==> src/rtl/ntt_bitrev_reorder.sv <==
// ntt_bitrev_reorder: ping-pong buffer that turns bit-reversed NTT output frames into natural order
// Optional NTT_REORDER_CANON_EN: inputs in [MODULUS, 2*MODULUS) are reduced once on write
module ntt_bitrev_reorder #(
  parameter int W = 32,
  parameter int N = 16,
  parameter int MODULUS = 7681
)(
  input  logic         clk,
  input  logic         rst,
  input  logic         in_valid,
  output logic         in_ready,
  input  logic [W-1:0] incoming_data,
  output logic         out_valid,
  input  logic         out_ready,
  output logic [W-1:0] reordered_data,
  output logic         out_last
);
  localparam int LOG2N = $clog2(N);
  logic [W-1:0] mem [2][N];
  logic [1:0] bank_full, bank_full_nx;
  logic wr_bank, rd_bank, wr_en, rd_en, wr_done, rd_done;
  logic [LOG2N-1:0] wr_cnt, rd_cnt, wr_addr;
  logic [W-1:0] wr_data;
  for (genvar b = 0; b < LOG2N; b++) begin : g_rev
    assign wr_addr[b] = wr_cnt[LOG2N-1-b];
  end
`ifdef NTT_REORDER_CANON_EN
  assign wr_data = incoming_data >= W'(MODULUS) ? incoming_data - W'(MODULUS) : incoming_data;
`else
  assign wr_data = incoming_data;
`endif
  assign in_ready = !bank_full[wr_bank];
  assign out_valid = bank_full[rd_bank];
  assign reordered_data = out_valid ? mem[rd_bank][rd_cnt] : '0;
  assign out_last = out_valid && rd_cnt == LOG2N'(N-1);
  assign wr_en = in_valid && in_ready;
  assign rd_en = out_valid && out_ready;
  assign wr_done = wr_en && wr_cnt == LOG2N'(N-1);
  assign rd_done = rd_en && rd_cnt == LOG2N'(N-1);
  // set and clear always target different banks, so applying both is safe
  always_comb begin
    bank_full_nx = bank_full;
    if (wr_done) bank_full_nx[wr_bank] = 1'b1;
    if (rd_done) bank_full_nx[rd_bank] = 1'b0;
  end
  always_ff @(posedge clk or posedge rst) begin
    if (rst) begin
      wr_cnt <= '0;
      rd_cnt <= '0;
      wr_bank <= 1'b0;
      rd_bank <= 1'b0;
      bank_full <= 2'b00;
    end else begin
      if (wr_en) wr_cnt <= wr_cnt + 1'b1;
      if (rd_en) rd_cnt <= rd_cnt + 1'b1;
      if (wr_done) wr_bank <= !wr_bank;
      if (rd_done) rd_bank <= !rd_bank;
      bank_full <= bank_full_nx;
    end
  end
  always_ff @(posedge clk) begin
    if (wr_en) mem[wr_bank][wr_addr] <= wr_data;
  end
endmodule

==> config.mk <==
export PLATFORM = sky130hd
export DESIGN_NAME = ntt_bitrev_reorder
export DESIGN_NICKNAME = d
export VERILOG_FILES = /design/src/rtl/ntt_bitrev_reorder.sv
export SDC_FILE = /design/constraint.sdc
export NUM_CORES = 1
export LEC_CHECK = 0
export CAP_MARGIN = 10
export CORE_ASPECT_RATIO = 0.5
export CORE_UTILIZATION = 55
export CTS_CLUSTER_DIAMETER = 30
export DETAILED_ROUTE_END_ITERATION = 12
export GPL_ROUTABILITY_DRIVEN = 0
export PLACE_DENSITY = 0.72
export SYNTH_ARGS = -nofsm -noshare
export SYNTH_HDL_FRONTEND = slang
export SYNTH_SLANG_ARGS = --single-unit
==> constraint.sdc <==
create_clock -name clk -period 5 [get_ports clk]
set_input_delay 0.75 -clock clk [delete_from_list [all_inputs] [get_ports clk]]
set_output_delay 0.75 -clock clk [all_outputs]
set_load 0.05 [all_outputs]
# == Yosys cells after proc, flatten, opt, wreduce, memory -nomap -nowiden ==
# Memory sizes are Yosys's and may differ from the RTL's.
# Cells that the tools add are included.
# totals
ram_bits,1024
memories,1
regBits,12
input_bits,36
# op_classes
add_sub_neg,2
magnitude_cmp,7
bitwise_logic,5
reduce_logical,11
n_mux,18
n_eq_ne,2
# mem_list
memory,words,word_bits,read_ports,rd_ports_with_merged_regs,write_ports,line,source
mem,2,512,1,0,1,19,logic [W-1:0] mem [2][N];
# op_table
op,count
$mux 512,1
$bmux 32 s4,1
$demux 32 s4,1
$mux 32,4
$ge 5x5->1 const B,2
$not 4->5,2
$add 4x1->4 const B,2
$eq 4x4->1 const B,2
$logic_and 1x1->1,8
$mux 1,7
$lt 5x1->1 const B,1
$lt 1x2->1 const B,2
$mux 2,2
$logic_not 1->1,3
$and 2x2->2,1
$demux 1 s1,2
$ge 1x1->1 const B,2
$not 2->2,1
$or 2x2->2,1

# == Depth between registers and ports, before layout ==
# Gate-level depths: netlist of run 1.
# depth
depth_word,8
depth_mapped,9
mapped_depth_nobuf,5

# == Worst setup path before layout of run 1 ==
# Ideal clock, no wire load.
# synth_path
kind,register to register
from,register wr_bank
to,memory mem[0][0] in the netlist's numbering (enable)
synth_period_minus_slack_ns,4.641
stages_incl_launch_ff,4
slack_ns,0.359
arrival_ns,4.176
setup_time_ns,0.465
path_cell_list,dfrtp_1 mux2i_1 nand3_1 nor3_1
# synth_between
elab_chain_len,6
# synth_rtl
item,line,source
start: declaration,21,"logic wr_bank, rd_bank, wr_en, rd_en, wr_done, rd_done;"
start signal: assignment,56,if (wr_done) wr_bank <= !wr_bank;
$mux 1 (not written as such) (2 in series),32,assign in_ready = !bank_full[wr_bank];
$logic_not 1->1,32,
net in_ready,11,"output logic in_ready,"
$logic_and 1x1->1,36,assign wr_en = in_valid && in_ready;
$mux 1,62,if (wr_en) mem[wr_bank][wr_addr] <= wr_data;
$mux 512 (not written as such),62,
end: declaration,19,
# The timed path passes the listed nets, and every way through them passes these cells. The select of a mux whose other input is x is not followed.

# == Final worst setup path of run 1 ==
# layout_path
from,register rd_bank
to,output port reordered_data[14]
# layout_between
elab_chain_len,5
elab_cells_between_ends,7
classes_between,mux (6); memory (1)
# layout_rtl
item,line,source
start: declaration,21,
start signal: assignment,57,if (rd_done) rd_bank <= !rd_bank;
$mem_v2 2x512,n/a,
$bmux 32 s4,34,assign reordered_data = out_valid ? mem[rd_bank][rd_cnt] : '0;
$mux 32 (not written as such) (2 in series),34,
$mux 32 (*),34,
end: declaration,15,"output logic [W-1:0] reordered_data,"
# Every way passes the cells marked *; elsewhere a longest branch is shown, timed or not. The select of a mux whose other input is x is not followed.

==> summary.txt, run 1 <==
# port buffers -> 70
Die footprint -> 0.0735 mm²
Slack of the critical path -> 0.229 ns
RSZ-0062 raised after global routing -> no
Violated checks -> design-rule violations
First-pass GRT wire length -> 140 mm
Total power -> 0.0264 W
Tot GR Track Use -> 0.273
Antenna viol nets, final -> 0
Later-pin clock latency in the skew report -> 0.69 ns
Number of diodes -> 0
Max-Slew Margin vs Limit -> 0.215
Vias per cell -> 6.62
Post-synth EDFFs -> 1,024
Clk pin slew, worst setup/hold paths -> 0.06 ns
Vias in the first global route -> 19.9k
Setup TNS -> 0 ns
1st-pass router iterations -> 10
Clk buf depth -> 3
Async SR Flop Fraction -> 0.0116
Count leader, synth -> edfxtp_1
Ports -> 71
Hold buffers post-CTS -> 0
Peak supply drop -> 336 µV
Postcts setup bufs -> 0
Initial antenna violation count -> 4
CTS root buffer -> clkbuf_16
Area post-placement -> 0.0423 mm²
Top cells by count, synth -> edfxtp_1, mux4_2, mux2i_1, clkbuf_1, nor2_1
Req. time, crit path -> 4.25 ns
CTS tree -> done
LEAKAGE -> 14.4 nW
CP Class -> register to output pin
Synth unique cells -> 36
Status -> complete, but fails checks
Endpoints failing setup -> 0
Ys flop type -> edfxtp_1
Synth warn -> 0
Peak fanout along the critical path -> 22
Syn_nets -> 1,797
Critical path arrival -> 4.02 ns
Final Cell Area -> 0.0467 mm²
Cells after synthesis -> 1,756
Drt drc -> 2
Largest net degree at the start of global routing -> 45
Avg Cell Area, Syn -> 22.7 µm²
Synth area leader -> edfxtp_1
Share of the synthesized area in the top cell type -> 0.772
Post-detailed-routing wire length -> 98.9 mm
Syn Std Cell Area -> 0.0398 mm²
Wirelength per Cell -> 32.9 µm
HP Class -> input pin to asynchronous set/reset pin
Syn-to-layout area delta -> 17.3%
Routed via count -> 19.9k
PwrDens -> 566 mW/mm²
Max Clock Skew -> 0.0210 ns
Synth area leaders -> edfxtp_1, mux4_2, mux2i_1, a221o_1, dfrtp_1
Fmax -> 0.210 GHz
Total of max-cap violations -> 0
Post-DP HPWL -> 52.3 mm
Measured slew at the worst slew-check pin -> 1.17 ns
Htree depth -> 4
Std-Cell Rows -> 69
Die H -> 192 µm
Post-synthesis sequential area ratio -> 0.780
Worst Setup End Kind -> output pin
DRT iter0 DRCs -> 2,801
Starting density of the core -> 0.558
Core area -> 0.0713 mm²
CTS resizes -> 0
Fin crit period -> 4.77 ns
TritonCTS Buffers -> 133
Seq cells post-synth -> 1,036
Setup Slack @ Placement -> 0.793 ns
Gr ovfl total -> 0
CP startpoint kind -> register
Die X-Extent -> 383 µm
Post-route clock period utilization -> 0.954
Fin util -> 0.655
Final #Nets -> 1,978
Final Hold Fails -> 0
Layout cells sized above 1 -> 0.276
Max-slew violation count -> 0
CTS Sinks -> 1,036
area by class of cell:
type | instances | area, µm²
inverter | 6 | 25.0
multi-input combinational | 610 | 8300
tap | 958 | 1200
sequential | 1036 | 31100
clock inverter | 90 | 871
fill | 4466 | 24600
timing repair buffer | 150 | 1700
clock buffer | 153 | 3540
critical path, cell delays in order (launching register included):
cell and delay, ns:
dfrtp_4 0.74, buf_12 0.29, buf_12 0.21, mux2i_1 0.10, a221oi_1 0.28, o21ai_0 0.17, a31oi_1 0.57, clkdlybuf4s50_1 0.94
final timing paths:
kind | to | cells after the start | startpoint | slack [ns]
worst max-delay path | reordered_data[14] | 7 | rd_bank | 0.23
worst min-delay path | wr_cnt[2] | 2 | rst | 0.43
worst max register to register | mem[0][319] | 5 | wr_bank | 1.50
worst min register to register | bank_full[0] | 1 | bank_full[0] | 0.61
max in group asynchronous | rd_bank | 2 | rst | 4.16
min in group clk | bank_full[0] | 1 | bank_full[0] | 0.61
power breakdown:
group	leakage (nW)	internal [W]	total [W]	switching (W)
Sequential	9.36	0.0100	0.0104	0.000364
Clock	2.12	0.00570	0.00940	0.00369
Combinational	2.97	0.00244	0.00663	0.00419
Total	14.4	0.0182	0.0264	0.00825
layout by cell type, fill, tap and decap left out, types with 5 or more instances in the layout:
master,netlist,layout
nand2_1,34,34
xnor2_1,7,7
a221o_1,32,32
bufinv_16,0,11
a221oi_1,21,21
o2111ai_1,11,11
dfrtp_1,12,7
inv_6,0,14
edfxtp_1,1024,1024
mux4_2,224,224
clkinv_4,0,11
clkbuf_16,0,139
ha_1,5,5
buf_4,14,52
buf_12,5,33
o21ai_0,14,14
clkinvlp_4,0,15
inv_1,6,5
a31oi_1,32,32
clkinv_2,0,17
o21ai_1,9,9
nor2_4,0,29
nor3_2,0,5
nor2_1,35,6
clkdlybuf4s50_1,0,65
clkbuf_1,45,13
clkinv_1,0,19
mux2i_1,130,129
a22oi_1,32,32
metal layers:
| layer | track usage | share of wire | vias to the layer above | routed length, µm |
|---|---|---|---|---|
| met4 | 0.0717 | 0.021 | 8 | 2040 |
| li1 | - | - | 7910 | - |
| met3 | 0.0798 | 0.12 | 175 | 11800 |
| met1 | 0.392 | 0.40 | 10556 | 39300 |
| met2 | 0.414 | 0.46 | 1240 | 45700 |
| met5 | 0 | 0.00056 | - | 55 |
cell families after synthesis:
group	after synthesis	synth area share
adder cells (fa/ha/maj)	5	0.00157
flip-flops	1036	0.780
multiplexers	354	0.159
AND/OR/NAND/NOR	91	0.00974
XOR/XNOR	7	0.00154
AO/OA/AOI/OAI	153	0.0295
buffers and inverters	110	0.0184
state kept, by name, summed over array words and instances (netlist names):
signal     cells
mem         1024
wr_bank        1
rd_cnt         4
wr_cnt         4
rd_bank        1
bank_full      2
per-stage QoR:
| stage | hold WS [ns] | cells |
|---|---|---|
| floorplan | 0.502 | 1756 |
| global placement | 0.586 | 2758 |
| detailed placement | 0.598 | 2758 |
| CTS | 0.407 | 3001 |
| global route | 0.445 | 3003 |
| finish | 0.433 | 3003 |
No activity file was read; power rests on OpenSTA's default activity.
==> run 2: changes to the inputs <==
--- a/config.mk
+++ b/config.mk
@@ -8,7 +8,6 @@
 export CAP_MARGIN = 10
 export CORE_ASPECT_RATIO = 0.5
 export CORE_UTILIZATION = 55
-export CTS_CLUSTER_DIAMETER = 30
 export DETAILED_ROUTE_END_ITERATION = 12
 export GPL_ROUTABILITY_DRIVEN = 0
 export PLACE_DENSITY = 0.72
==> summary.txt, run 2 (synthesized netlist as in run 1, its figures left out) <==
Post-route clock period utilization -> 0.970 (was 0.954)
Measured slew at the worst slew-check pin -> 1.19 ns (was 1.17 ns)
Total of max-cap violations -> 0 (unchanged)
Gr ovfl total -> 0 (unchanged)
CP startpoint kind -> register (unchanged)
Syn-to-layout area delta -> 13.0% (was 17.3%)
Routed via count -> 19.3k (was 19.9k)
Final Hold Fails -> 0 (unchanged)
First-pass GRT wire length -> 136 mm (was 140 mm)
PwrDens -> 524 mW/mm² (was 566 mW/mm²)
Die H -> 192 µm (unchanged)
Hold buffers post-CTS -> 0 (unchanged)
CTS tree -> done (unchanged)
Die footprint -> 0.0735 mm² (unchanged)
Wirelength per Cell -> 32.7 µm (was 32.9 µm)
Core area -> 0.0713 mm² (unchanged)
DRT iter0 DRCs -> 2,590 (was 2,801)
Worst reg2reg path depth -> 5 (unchanged)
Regs by FF count -> mem (1024), rd_cnt (4), wr_cnt (4) (unchanged)
Number of diodes -> 0 (unchanged)
Later-pin clock latency in the skew report -> 0.65 ns (was 0.69 ns)
Critical path arrival -> 4.10 ns (was 4.02 ns)
Peak supply drop -> 287 µV (was 336 µV)
Origin of the worst setup path -> rd_cnt[0] (was rd_bank)
Req. time, crit path -> 4.25 ns (about the same)
TritonCTS Buffers -> 87 (was 133)
Largest register FFs -> 1,024 (unchanged)
Clk pin slew, worst setup/hold paths -> 0.07 ns (was 0.06 ns)
Max-slew violation count -> 0 (unchanged)
CTS Sinks -> 1,036 (unchanged)
Status -> complete, but fails checks (unchanged)
Vias in the first global route -> 19.3k (was 19.9k)
Cell Int Power -> 0.0161 W (was 0.0182 W)
Vias per cell -> 6.63 (was 6.62)
Die X-Extent -> 383 µm (unchanged)
Drt drc -> 2 (unchanged)
Starting density of the core -> 0.558 (unchanged)
Tot GR Track Use -> 0.264 (was 0.273)
Post-DP HPWL -> 52.3 mm (unchanged)
# port buffers -> 70 (unchanged)
Flop pwr share -> 0.441 (was 0.393)
Clk buf depth -> 3 (unchanged)
LEAKAGE -> 13.6 nW (was 14.4 nW)
Net Sw Frac -> 0.316 (was 0.312)
1st-pass router iterations -> 9 (was 10)
Endpoints failing setup -> 0 (unchanged)
R2R setup slack -> 1.56 ns (was 1.50 ns)
Worst R2R End -> mem[0][306] (was mem[0][319])
Htree depth -> 3 (was 4)
Setup TNS -> 0 ns (unchanged)
Std-Cell Rows -> 69 (unchanged)
Post-detailed-routing wire length -> 95.3 mm (was 98.9 mm)
Antenna viol nets, final -> 0 (unchanged)
Worst Setup End Kind -> output pin (unchanged)
Initial antenna violation count -> 2 (was 4)
Fin crit period -> 4.85 ns (was 4.77 ns)
Violated checks -> design-rule violations (unchanged)
Worst r2r src -> wr_bank (unchanged)
Peak fanout along the critical path -> 44 (was 22)
CP Class -> register to output pin (unchanged)
Comb power frac -> 0.276 (was 0.251)
Largest reg by FF count -> mem (unchanged)
Largest net degree at the start of global routing -> 45 (unchanged)
HP Class -> input pin to asynchronous set/reset pin (unchanged)
Commonest non-fill, non-tap cell in the layout -> edfxtp_1 (unchanged)
CTS root buffer -> clkbuf_16 (unchanged)
Clock power share -> 0.283 (was 0.356)
Total power -> 0.0236 W (was 0.0264 W)
Layout cells sized above 1 -> 0.240 (was 0.276)
Crit path to -> reordered_data[14] (unchanged)
Max Clock Skew -> 0.0204 ns (was 0.0210 ns)
RSZ-0062 raised after global routing -> no (unchanged)
Net switching power figure -> 0.00744 W (was 0.00825 W)
Most frequent cells in the layout -> edfxtp_1, mux4_2, mux2i_1 (was edfxtp_1, mux4_2, clkbuf_16)
Fmax -> 0.206 GHz (was 0.210 GHz)
Ports -> 71 (unchanged)
Final #Nets -> 1,931 (was 1,978)
Max-Slew Margin vs Limit -> 0.207 (was 0.215)
run 2: worst min-delay path by stage:
stage / depth (start not counted) / endpoint / start
6_report: 2 / wr_cnt[2] / rst
2_1_floorplan: 1 / bank_full[0] / bank_full[0]
3_5_place_dp: 1 / bank_full[0] / bank_full[0]
4_1_cts: 2 / wr_cnt[3] / rst
3_3_place_gp: 1 / bank_full[0] / bank_full[0]
5_1_grt: 2 / wr_cnt[1] / rst
run 2: worst max-delay path, cell delays in order (launching register included):
cell and delay (ns):
dfrtp_4 1.00, nor2b_4 0.40, a221oi_1 0.35, o21ai_0 0.17, a31oi_1 0.58, clkdlybuf4s50_1 0.94
run 2: repair_timing:
item | in CTS | in global routing
endpoints found under the setup margin | 0 | 1
setup buffers | 0 | 1
resized for setup | 0 | 0
run 2: through the flow:
stage | std cells | util | hold slack [ns] | area [µm²] | setup slack (ns)
after floorplan | 1756 | - | 0.502 | 39800 | 0.359
after global placement | 2758 | 0.593 | 0.586 | 42300 | 0.795
after detailed placement | 2758 | 0.593 | 0.598 | 42300 | 0.793
after CTS | 2909 | 0.631 | 0.441 | 45000 | 0.0912
after global routing | 2910 | 0.631 | 0.481 | 45000 | 0.0152
final | 2910 | 0.631 | 0.468 | 45000 | 0.150
run 2: metal layers:
layer / share of wire / wire (µm) / vias to the layer above / GRT usage
li1: - / - / 7760 / -
met1: 0.41 / 38700 / 10325 / 0.390
met2: 0.46 / 44100 / 1063 / 0.402
met3: 0.11 / 10600 / 148 / 0.0668
met4: 0.020 / 1880 / 4 / 0.0618
met5: 0.00031 / 30 / - / 0
run 2: power by group through the flow:
stage,combinational (W),clock [W],sequential (W)
global placement,0.00638,0,0.0106
finish,0.00651,0.00666,0.0104
detailed placement,0.00644,0,0.0106
CTS,0.00647,0.00672,0.0104
global route,0.00677,0.00704,0.0104
floorplan,0.00425,0,0.0103
run 2: area by class of cell:
type	instances	area [µm²]
Inverter	6	25.0
Clock buffer	110	2360
Tap cell	958	1200
Multi-Input combinational cell	610	8300
Fill cell	4697	26300
Timing Repair Buffer	149	1680
Sequential cell	1036	31100
Clock inverter	41	374
